--- src/rtl/systolic_pkg.sv ---
// Shared types and sizing helpers for the systolic feed scheduler and the array it drives.
package systolic_pkg;

  typedef enum logic [2:0] {S_IDLE, S_LOAD, S_FEED, S_DRAIN, S_DONE} state_e;

  function automatic int unsigned feed_cycles(input int unsigned n);
    return 2 * n - 1;
  endfunction

  function automatic int unsigned drain_cycles(input int unsigned n, input int unsigned l);
    return n - 1 + l;
  endfunction

  // Row-major element index into a flattened N x N matrix.
  function automatic int unsigned flat_idx(input int unsigned row, input int unsigned col,
                                           input int unsigned n);
    return row * n + col;
  endfunction

endpackage

--- src/rtl/systolic_feed_scheduler_skew.sv ---
// Skewed edge selector: for step t, edge lane e carries element k = t - e when 0 <= k < N.
module skew_select
  import systolic_pkg::*;
#(
  parameter int unsigned N         = 4,
  parameter int unsigned W         = 16,
  parameter int unsigned TW        = 3,
  parameter bit          TRANSPOSE = 1'b0
) (
  input  logic [TW-1:0]      i_t,
  input  logic [W*N*N-1:0]   i_matrix,
  output logic [W*N-1:0]     o_data,
  output logic [N-1:0]       o_valid
);

  logic [31:0] w_t;
  logic [31:0] w_k;
  logic [31:0] w_idx;

  assign w_t = 32'(i_t);

  always_comb begin
    o_data  = '0;
    o_valid = '0;
    w_k     = '0;
    w_idx   = '0;
    for (int unsigned e = 0; e < N; e++) begin
      w_k   = w_t - e;
      w_idx = '0;
      if (w_t >= e && w_k < N) begin
        // Columns walk down B's rows, so the lane selects the column instead of the row.
        w_idx              = TRANSPOSE ? flat_idx(w_k, e, N) : flat_idx(e, w_k, N);
        o_data[e*W +: W]   = i_matrix[w_idx*W +: W];
        o_valid[e]         = 1'b1;
      end
    end
  end

endmodule

--- src/rtl/systolic_feed_scheduler.sv ---
// Sequencer for an output-stationary systolic array: latches A/B, feeds skewed edges,
// times the drain and signals completion.
module systolic_feed_scheduler
  import systolic_pkg::*;
#(
  parameter int unsigned ARRAY_SIZE   = 4,
  parameter int unsigned DATA_WIDTH   = 16,
  parameter int unsigned WEIGHT_WIDTH = 8,
  parameter int unsigned PE_LATENCY   = 1
) (
  input  logic                                           i_clk,
  input  logic                                           i_rst,
  input  logic                                           i_start,
  input  logic [DATA_WIDTH*ARRAY_SIZE*ARRAY_SIZE-1:0]    i_matrix_a_flat,
  input  logic [WEIGHT_WIDTH*ARRAY_SIZE*ARRAY_SIZE-1:0]  i_matrix_b_flat,
  output logic [DATA_WIDTH*ARRAY_SIZE-1:0]               o_data_h,
  output logic [ARRAY_SIZE-1:0]                          o_data_h_valid,
  output logic [WEIGHT_WIDTH*ARRAY_SIZE-1:0]             o_weight_v,
  output logic [ARRAY_SIZE-1:0]                          o_weight_v_valid,
  output logic                                           o_acc_clear,
  output logic                                           o_computing,
  output logic [$clog2(2*ARRAY_SIZE)-1:0]                o_input_cycle,
  output logic                                           o_busy,
  output logic                                           o_done,
  output logic                                           o_result_valid
);

  localparam int unsigned N     = ARRAY_SIZE;
  localparam int unsigned FEED  = feed_cycles(N);
  localparam int unsigned DRAIN = drain_cycles(N, PE_LATENCY);
  localparam int unsigned TW    = $clog2(2 * N);
  localparam int unsigned DCW   = $clog2(DRAIN + 1);

  state_e                              r_state;
  logic [TW-1:0]                       r_t;
  logic [DCW-1:0]                      r_drain;
  logic [DATA_WIDTH*N*N-1:0]           r_mat_a;
  logic [WEIGHT_WIDTH*N*N-1:0]         r_mat_b;
  logic [DATA_WIDTH*N-1:0]             r_data_h;
  logic [N-1:0]                        r_data_h_valid;
  logic [WEIGHT_WIDTH*N-1:0]           r_weight_v;
  logic [N-1:0]                        r_weight_v_valid;
  logic                                r_acc_clear;
  logic                                r_computing;
  logic                                r_busy;
  logic                                r_done;
  logic                                r_result_valid;

  logic [DATA_WIDTH*N-1:0]             w_data_h;
  logic [N-1:0]                        w_data_h_valid;
  logic [WEIGHT_WIDTH*N-1:0]           w_weight_v;
  logic [N-1:0]                        w_weight_v_valid;

  skew_select #(
    .N         (N),
    .W         (DATA_WIDTH),
    .TW        (TW),
    .TRANSPOSE (1'b0)
  ) u_skew_rows (
    .i_t      (r_t),
    .i_matrix (r_mat_a),
    .o_data   (w_data_h),
    .o_valid  (w_data_h_valid)
  );

  skew_select #(
    .N         (N),
    .W         (WEIGHT_WIDTH),
    .TW        (TW),
    .TRANSPOSE (1'b1)
  ) u_skew_cols (
    .i_t      (r_t),
    .i_matrix (r_mat_b),
    .o_data   (w_weight_v),
    .o_valid  (w_weight_v_valid)
  );

  always_ff @(posedge i_clk) begin
    if (i_rst) begin
      r_state          <= S_IDLE;
      r_t              <= '0;
      r_drain          <= '0;
      r_mat_a          <= '0;
      r_mat_b          <= '0;
      r_data_h         <= '0;
      r_data_h_valid   <= '0;
      r_weight_v       <= '0;
      r_weight_v_valid <= '0;
      r_acc_clear      <= 1'b0;
      r_computing      <= 1'b0;
      r_busy           <= 1'b0;
      r_done           <= 1'b0;
      r_result_valid   <= 1'b0;
    end else begin
      r_acc_clear <= 1'b0;
      r_done      <= 1'b0;
      unique case (r_state)
        S_IDLE: begin
          if (i_start) begin
            r_mat_a        <= i_matrix_a_flat;
            r_mat_b        <= i_matrix_b_flat;
            r_result_valid <= 1'b0;
            r_busy         <= 1'b1;
            r_acc_clear    <= 1'b1;
            r_state        <= S_LOAD;
          end
        end
        S_LOAD: begin
          r_t         <= '0;
          r_computing <= 1'b1;
          r_state     <= S_FEED;
        end
        S_FEED: begin
          // Edge registers trail the t counter by one cycle.
          r_data_h         <= w_data_h;
          r_data_h_valid   <= w_data_h_valid;
          r_weight_v       <= w_weight_v;
          r_weight_v_valid <= w_weight_v_valid;
          if (r_t == TW'(FEED - 1)) begin
            r_drain <= '0;
            r_state <= S_DRAIN;
          end else begin
            r_t <= r_t + 1'b1;
          end
        end
        S_DRAIN: begin
          r_data_h         <= '0;
          r_data_h_valid   <= '0;
          r_weight_v       <= '0;
          r_weight_v_valid <= '0;
          if (r_drain == DCW'(DRAIN - 1)) begin
            r_computing    <= 1'b0;
            r_done         <= 1'b1;
            r_result_valid <= 1'b1;
            r_state        <= S_DONE;
          end else begin
            r_drain <= r_drain + 1'b1;
          end
        end
        S_DONE: begin
          r_busy  <= 1'b0;
          r_state <= S_IDLE;
        end
        default: r_state <= S_IDLE;
      endcase
    end
  end

  assign o_data_h         = r_data_h;
  assign o_data_h_valid   = r_data_h_valid;
  assign o_weight_v       = r_weight_v;
  assign o_weight_v_valid = r_weight_v_valid;
  assign o_acc_clear      = r_acc_clear;
  assign o_computing      = r_computing;
  assign o_input_cycle    = r_t;
  assign o_busy           = r_busy;
  assign o_done           = r_done;
  assign o_result_valid   = r_result_valid;

endmodule
--- config.mk ---
export PLATFORM = sky130hd
export DESIGN_NAME = systolic_feed_scheduler
export DESIGN_NICKNAME = d
export VERILOG_FILES = /design/src/rtl/systolic_pkg.sv /design/src/rtl/systolic_feed_scheduler_skew.sv /design/src/rtl/systolic_feed_scheduler.sv
export SDC_FILE = /design/constraint.sdc
export NUM_CORES = 1
export LEC_CHECK = 0
export CORE_UTILIZATION = 60
export CTS_BUF_LIST = sky130_fd_sc_hd__clkbuf_8
export CTS_CLUSTER_SIZE = 8
export DETAILED_ROUTE_END_ITERATION = 16
export DONT_BUFFER_PORTS = 1
export PLACE_DENSITY_LB_ADDON = 0.15
export SYNTH_ARGS = -nofsm -noshare
export SYNTH_HDL_FRONTEND = slang
export SYNTH_SLANG_ARGS = --single-unit
--- constraint.sdc ---
create_clock -name i_clk -period 6.45 [get_ports i_clk]
set_input_delay 1.29 -clock i_clk [delete_from_list [all_inputs] [get_ports i_clk]]
set_output_delay 1.29 -clock i_clk [all_outputs]
set_load 0.005 [all_outputs]
* After elaboration in Yosys (flattened, before gate mapping)
Index checks and enable logic that the tools add are counted.
** Storage, ports and cells
- Input bits :: 387
- Register bits :: 498
- Logic and storage cells :: 105
- Output and inout bits :: 112
** Operators by class
- Shifts and indexed selects :: 8
- Mux-type cells :: 33
- Bitwise logic cells :: 2
- Equal/unequal tests :: 11
- Reductions and logical operators :: 19
- $add $sub $neg :: 11
- Magnitude comparators :: 8
** Operator list (number)
- $shiftx 256x33->16 :: 3
- $shiftx 128x33->8 :: 3
- $shiftx 256x8->16 :: 1
- $pmux 64 s2 :: 1
- $shiftx 128x9->8 :: 1
- $lt 32x3->1 const B :: 3
- $mux 16 :: 4
- $pmux 32 s2 :: 1
- $add 29x2->29 const B :: 2
- $add 4x28->28 const A :: 2
- $mux 8 :: 4
- $add 3x28->28 const A :: 1
- $mux 3 :: 6
- $pmux 3 s2 :: 2
- $pmux 3 s4 :: 1
- $mux 1 :: 10
- $ne 2x2->1 const B :: 5
- $reduce_bool 2->1 :: 5
- $eq 3x2->1 const B :: 3
- $reduce_and 3->1 :: 3
- $pmux 4 s2 :: 1
- $reduce_and 2->1 :: 4
- $sub 3x2->4 const B :: 2
- $add 6x2->7 const B :: 1
- 12 further kinds :: 23

* Longest topological paths before layout
- Depth after elaboration :: 5
- Depth in mapped cells :: 15
- Gate-level depth less buffers :: 9

* Cells and area by module
Synthesis repeated with hierarchy kept, for this count alone.
** Unflattened totals
- Cell total of the unflattened synthesis :: 2731
- Area total of the unflattened synthesis :: 24435.9 µm²
** By module, submodules not included
- systolic_feed_scheduler :: instances 1, area an instance 17429.2 µm², cells each 2202, sequential area each 10049.6 µm²
- skew_select (u_skew_rows) :: instances 1, area an instance 5828.1 µm², cells each 436, sequential area each 0.0 µm²
- skew_select (u_skew_cols) :: instances 1, area an instance 1178.6 µm², cells each 93, sequential area each 0.0 µm²

* Worst setup path after synthesis
No wires, ideal clock.
- Path kind :: register to register
- Start :: reg r_t[0], in the netlist o_input_cycle[0]
- End :: reg r_data_h[22], in the netlist o_data_h[22]
- Setup time :: 0.117 ns
- Arrival time :: 3.105 ns
- Period minus slack after synthesis :: 3.222 ns
- Data required time :: 6.333 ns
- Slack :: 3.228 ns
- Path buffers :: 8
- Stages on the path, launching flop included :: 16
- Cell sequence :: dfxtp_1 -> buf_6 -> buf_12 -> buf_12 -> buf_6 -> inv_1 -> buf_2 -> ha_1 -> ha_1 -> buf_6 -> buf_2 -> buf_2 -> mux4_2 -> nand2_1 -> nand3b_1 -> a32o_1
** Between the ends
- Cells in the longest elaborated chain, start to end :: 5
- Elaborated cells on any way between the ends :: 8
- Classes of those cells :: 2 x add/sub; 2 x order compare; 1 x shift; 2 x mux; 1 x reduce/logical
** Ends and longest elaborated chain
- start, declared :: line systolic_feed_scheduler.sv:35 : logic [TW-1:0] r_t;
- start signal, assigned :: line systolic_feed_scheduler.sv:123 : r_t <= r_t + 1'b1;
- $sub 3x1->4 :: line systolic_feed_scheduler_skew.sv:28 : w_k = w_t - e;
- $add 3x28->28 / $lt 32x3->1 (equally long branches) :: line systolic_pkg.sv:17, systolic_feed_scheduler_skew.sv:30
- $shiftx 256x33->16 / $logic_and 1x1->1 (equally long branches) :: line systolic_feed_scheduler_skew.sv:33, systolic_feed_scheduler_skew.sv:30
- $mux 16 (*) :: line systolic_feed_scheduler_skew.sv:30 : if (w_t >= e && w_k < N) begin
- $pmux 64 s2 (*) :: line systolic_feed_scheduler.sv:97 : unique case (r_state)
- end signal, assigned :: line systolic_feed_scheduler.sv:115 : r_data_h <= w_data_h;
- end, declared :: line systolic_feed_scheduler.sv:39 : logic [DATA_WIDTH*N-1:0] r_data_h;
Mark *: on every way between the ends. The rest lies on a longest branch, timed or not.
A chain may end at the register's enable or synchronous reset.

* Final worst setup path
- Start :: reg r_t[0], in the netlist o_input_cycle[0]
- End :: reg r_data_h[20], in the netlist o_data_h[20]
Same word-level chain as after synthesis.

==> impl_table.tex <==
\begin{tabular}{lr}
\hline
Metric & Value \\
\hline
\multicolumn{2}{l}{\textbf{Hold path}} \\
Worst hold-check path type & flop to flop \\
Min-Delay Path Depth & 2 \\
Capture endpoint of the worst hold path & r\_mat\_b[16] \\
Critical hold path startpoint & r\_mat\_b[16] \\
\multicolumn{2}{l}{\textbf{Final layout}} \\
Number of nets at the end of the flow & approximately 2800 \\
Number of inserted diodes & 0 \\
Number of standard cells in the layout, taps in and fillers out & approximately 3000 \\
Area added between synthesis and finish & 5.173\% \\
Share of post-route cells with drive strength above 1 & 13.58\% \\
\multicolumn{2}{l}{\textbf{Placed design}} \\
Routability-driven placement congestion ratio & between 0.9 and 1 \\
DPL Wire Length & approximately 52 mm \\
Inst Count DP & 2856 \\
Port Buffers & 0 \\
\multicolumn{2}{l}{\textbf{Yosys}} \\
Sequential fraction of the synthesis area & 42.54\% \\
Share of synthesized flip-flops with an asynchronous set or reset & 0\% \\
Most common cell in the netlist & sky130\_fd\_sc\_hd\_\_nand2\_1 \\
Top\_reg\_cell synth & sky130\_fd\_sc\_hd\_\_dfxtp\_1 \\
Most area-hungry cell type in the Yosys netlist & sky130\_fd\_sc\_hd\_\_dfxtp\_1 \\
Number of enable flip-flop cells after synthesis & 0 \\
Number of synthesized register bits & between 400 and 500 \\
Most area-consuming cells after synthesis & sky130\_fd\_sc\_hd\_\_dfxtp\_1 43\%, sky130\_fd\_sc\_hd\_\_mux4\_2 18\%, sky130\_fd\_sc\_hd\_\_nand2\_1 15\% \\
Synthesis warning total & 0 \\
Fraction of synthesized cell area taken by the top area cell type & between 40\% and 50\% \\
Netlist cell types & 46 \\
Net Count, Synth & 2949 \\
Most used standard cells in the synthesized netlist & 919 x sky130\_fd\_sc\_hd\_\_nand2\_1, 498 x sky130\_fd\_sc\_hd\_\_dfxtp\_1, 422 x sky130\_fd\_sc\_hd\_\_a21oi\_1 \\
Number of instances in the synthesized netlist & around 2500 \\
Post-synthesis instance area & 23440 um2 \\
Avg Inst Size Synth & 9.202 um2 \\
\multicolumn{2}{l}{\textbf{Routing}} \\
Met2 wirelength from detailed routing & 34.96 mm \\
Via count of the routed design & 19220 \\
Routed via count divided by cell count & 6.440 \\
Met3 wire len & a little over 8 mm \\
Drt initial violations & 1879 \\
Wire length per cell & 24.58 um \\
Post-Route M1 WL & 26.32 mm \\
DRC & 0 \\
Antenna violation net count after detailed routing & 0 \\
Uppermost signal routing layer after detailed routing & met4 \\
Drt pass-1 iters & 6 \\
Detailed Route WL & $\sim$73 mm \\
\multicolumn{2}{l}{\textbf{Clock tree}} \\
Clock transition at the registers of the reported paths & 0.06 ns \\
H-tree level count & 3 \\
Clock network latency to the later pin of the worst-skew pair & 0.65 ns \\
Quantity of gates resized following cts & 0 \\
Post-CTS setup buffer count & 0 \\
Sinks on the clock net & $\sim$500 \\
Total clock buffers created by CTS & 79 \\
Buffers from clock root to sink, at most & 3 \\
Root Driver & sky130\_fd\_sc\_hd\_\_clkbuf\_8 \\
CTS tree & done \\
Number of hold buffers added after cts & 0 \\
\multicolumn{2}{l}{\textbf{Timing}} \\
Hold violation total from the final report & 0 \\
Max frequency & about 250 MHz \\
Final number of setup-violating endpoints & 0 \\
Minimum clock period & about 4 ns \\
Unrepaired setup endpoints after global routing & no \\
Final critical-path share of the clock period & between 60\% and 70\% \\
Total Neg Setup Slack & 0 ns \\
Worst clock skew & around 0.027 ns \\
Worst slew margin relative to its limit & around 15\% \\
Max Transition Viols Final & 0 \\
Transition time at the pin with the least slew margin & 1.277 ns \\
\multicolumn{2}{l}{\textbf{Pwr}} \\
Leak & 8.742 nW \\
Max rail drop VDD & roughly 0.00020 V \\
Power density cells & between 200 and 300 nW/um2 \\
Pint & 0.004987 W \\
Combinational power share & roughly 12\% \\
Share of power burned in the clock network & 37.8\% \\
Net switching power & $\sim$0.0019 W \\
Fraction of power spent switching nets & between 20 and 30\% \\
Sequential share of power & 50.0\% \\
\multicolumn{2}{l}{\textbf{Floorplan}} \\
Starting utilization of the core area & 60.78\% \\
Die footprint & 39850 um2 \\
Height of the chip & roughly 200 um \\
Standard-cell rows & between 70 and 80 \\
Number of primary I/O pins & around 500 \\
Width of the chip & 199.6 um \\
Area of the placeable core & just under 40000 um2 \\
\multicolumn{2}{l}{\textbf{Global route}} \\
Global router's overall resource usage & roughly 36\% \\
Global-route wire length before repair & about 110 mm \\
Maximum number of pins on one net before global-route repair & about 460 \\
Final global-route overflow total & 0 \\
Vias in the first global route & 18010 \\
Antenna violations before repair & 0 \\
\multicolumn{2}{l}{\textbf{Flow run}} \\
Max-Cap Viols & 0 \\
\multicolumn{2}{l}{\textbf{Setup path}} \\
Endpoint of the most critical register-to-register path & o\_data\_h[20] \\
Critical register-to-register path startpoint & o\_input\_cycle[0] \\
Biggest cell delay along the critical path & roughly 1.1 ns \\
Cell type group with the largest total delay on the critical path & adder cells \\
Reg2reg path depth & 6 \\
Peak fanout along the critical path & between 60 and 70 \\
Worst-path cell with the longest stage delay & sky130\_fd\_sc\_hd\_\_ha\_1 \\
Critical path buffer and inverter count & 1 \\
Most used cell along the critical path & sky130\_fd\_sc\_hd\_\_ha\_4 \\
Setup slack on the worst flop-to-flop path & about 2.4 ns \\
Series of cell instances along the critical path & inv\_1, ha\_4, ha\_4, ha\_1, nand3\_1, a32o\_1 \\
Required time of the critical path & $\sim$7.0 ns \\
Worst setup path class & flop to flop \\
Worst endpoint data arrival time & roughly 4.6 ns \\
Element type at the critical path end & flop \\
Critical path launch point & o\_input\_cycle[0] \\
Startpoint class of the critical path & flop \\
\multicolumn{2}{l}{\textbf{Run status}} \\
Result of the run & finished clean \\
\hline
\end{tabular}
-- through the flow --
stage / hold slack [ns] / total power [W] / utilization (%) / setup slack [ns] / instance area, um2
floorplan: 0.4315 / 0.004148 / - / 3.228 / 23440
global route: 0.4666 / 0.007186 / 63.93 / 2.136 / 24650
finish: 0.4455 / 0.006921 / 63.93 / 2.369 / 24650
CTS: 0.4462 / 0.006941 / 63.93 / 2.376 / 24650
detailed placement: 0.4373 / 0.004356 / 60.03 / 2.401 / 23140
global placement: 0.4355 / 0.004324 / 60.03 / 2.420 / 23140
-- worst min-delay path: cells and delay by family, from the launching register on --
kind | cells | cell delay (ns)
DFF | 1 | 0.30
AOI/OAI and AO/OA | 1 | 0.05
and+or+nand+nor | 1 | 0.05
-- cells in the final DEF (no fill, tap or decap), types with 16 or more instances in the layout --
cell and instances:
sky130_fd_sc_hd__nor2_1 50, sky130_fd_sc_hd__a32o_1 16, sky130_fd_sc_hd__a22oi_1 40, sky130_fd_sc_hd__mux2i_1 22
sky130_fd_sc_hd__clkbuf_8 99, sky130_fd_sc_hd__a21oi_1 422, sky130_fd_sc_hd__nor2b_1 16, sky130_fd_sc_hd__a221o_1 16
sky130_fd_sc_hd__mux4_2 190, sky130_fd_sc_hd__inv_1 32, sky130_fd_sc_hd__o21ai_0 23, sky130_fd_sc_hd__nand2_1 919
sky130_fd_sc_hd__dfxtp_1 496, sky130_fd_sc_hd__mux4_1 18
-- power by group through the flow --
stage	registers (W)	logic, W	clock network (W)
floorplan	0.00342	0.000731	0
global placement	0.00351	0.000818	0
detailed placement	0.00352	0.000839	0
CTS	0.00345	0.000842	0.00265
global route	0.00347	0.000922	0.00279
finish	0.00346	0.000841	0.00262
-- layer usage --
layer  up-vias  global-route usage [%]
li1       8641                       -
met1      9344                   43.37
met2      1034                   58.71
met3       205                   10.75
met4         0                   19.82
met5         -                       0
-- logic make-up (layout without fill, tap and decap cells) --
kind of cell / Yosys count / count (layout) / share of synthesized area [%]
AOI/OAI and AO/OA: 533 / 533 / 12.75
buffers and inverters: 236 / 156 / 5.189
and+or+nand+nor: 1035 / 1035 / 17.50
adders and majority gates: 15 / 15 / 0.8008
muxes: 230 / 230 / 21.22
DFF: 498 / 498 / 42.54
-- cell type report --
class / instances / area [um2]
sequential: 498 / 9977
inverter: 9 / 33.78
fill: 3347 / 13910
timing repair buffer: 18 / 185.2
clock buffer: 99 / 1363
multi-input combinational: 1813 / 12300
clock inverter: 30 / 141.4
tap: 518 / 648.1
-- how the worst max path moves through the flow --
stage,endpoint,slack [ns],cells after the start
2_1_floorplan,o_data_h[22],3.23,15
3_3_place_gp,o_data_h[20],2.42,6
3_5_place_dp,o_data_h[20],2.40,6
4_1_cts,o_data_h[20],2.38,6
5_1_grt,o_data_h[25],2.14,6
6_report,o_data_h[20],2.37,6
-- state kept, by name, summed over array words and instances (netlist names), 3 cells and up --
| signal | cells |
|---|---|
| o_data_h | 64 |
| o_input_cycle | 3 |
| o_weight_v | 32 |
| o_weight_v_valid | 4 |
| r_drain | 3 |
| r_mat_a | 256 |
| r_mat_b | 128 |
| r_state | 3 |
Power figures use the tool's default switching activity.
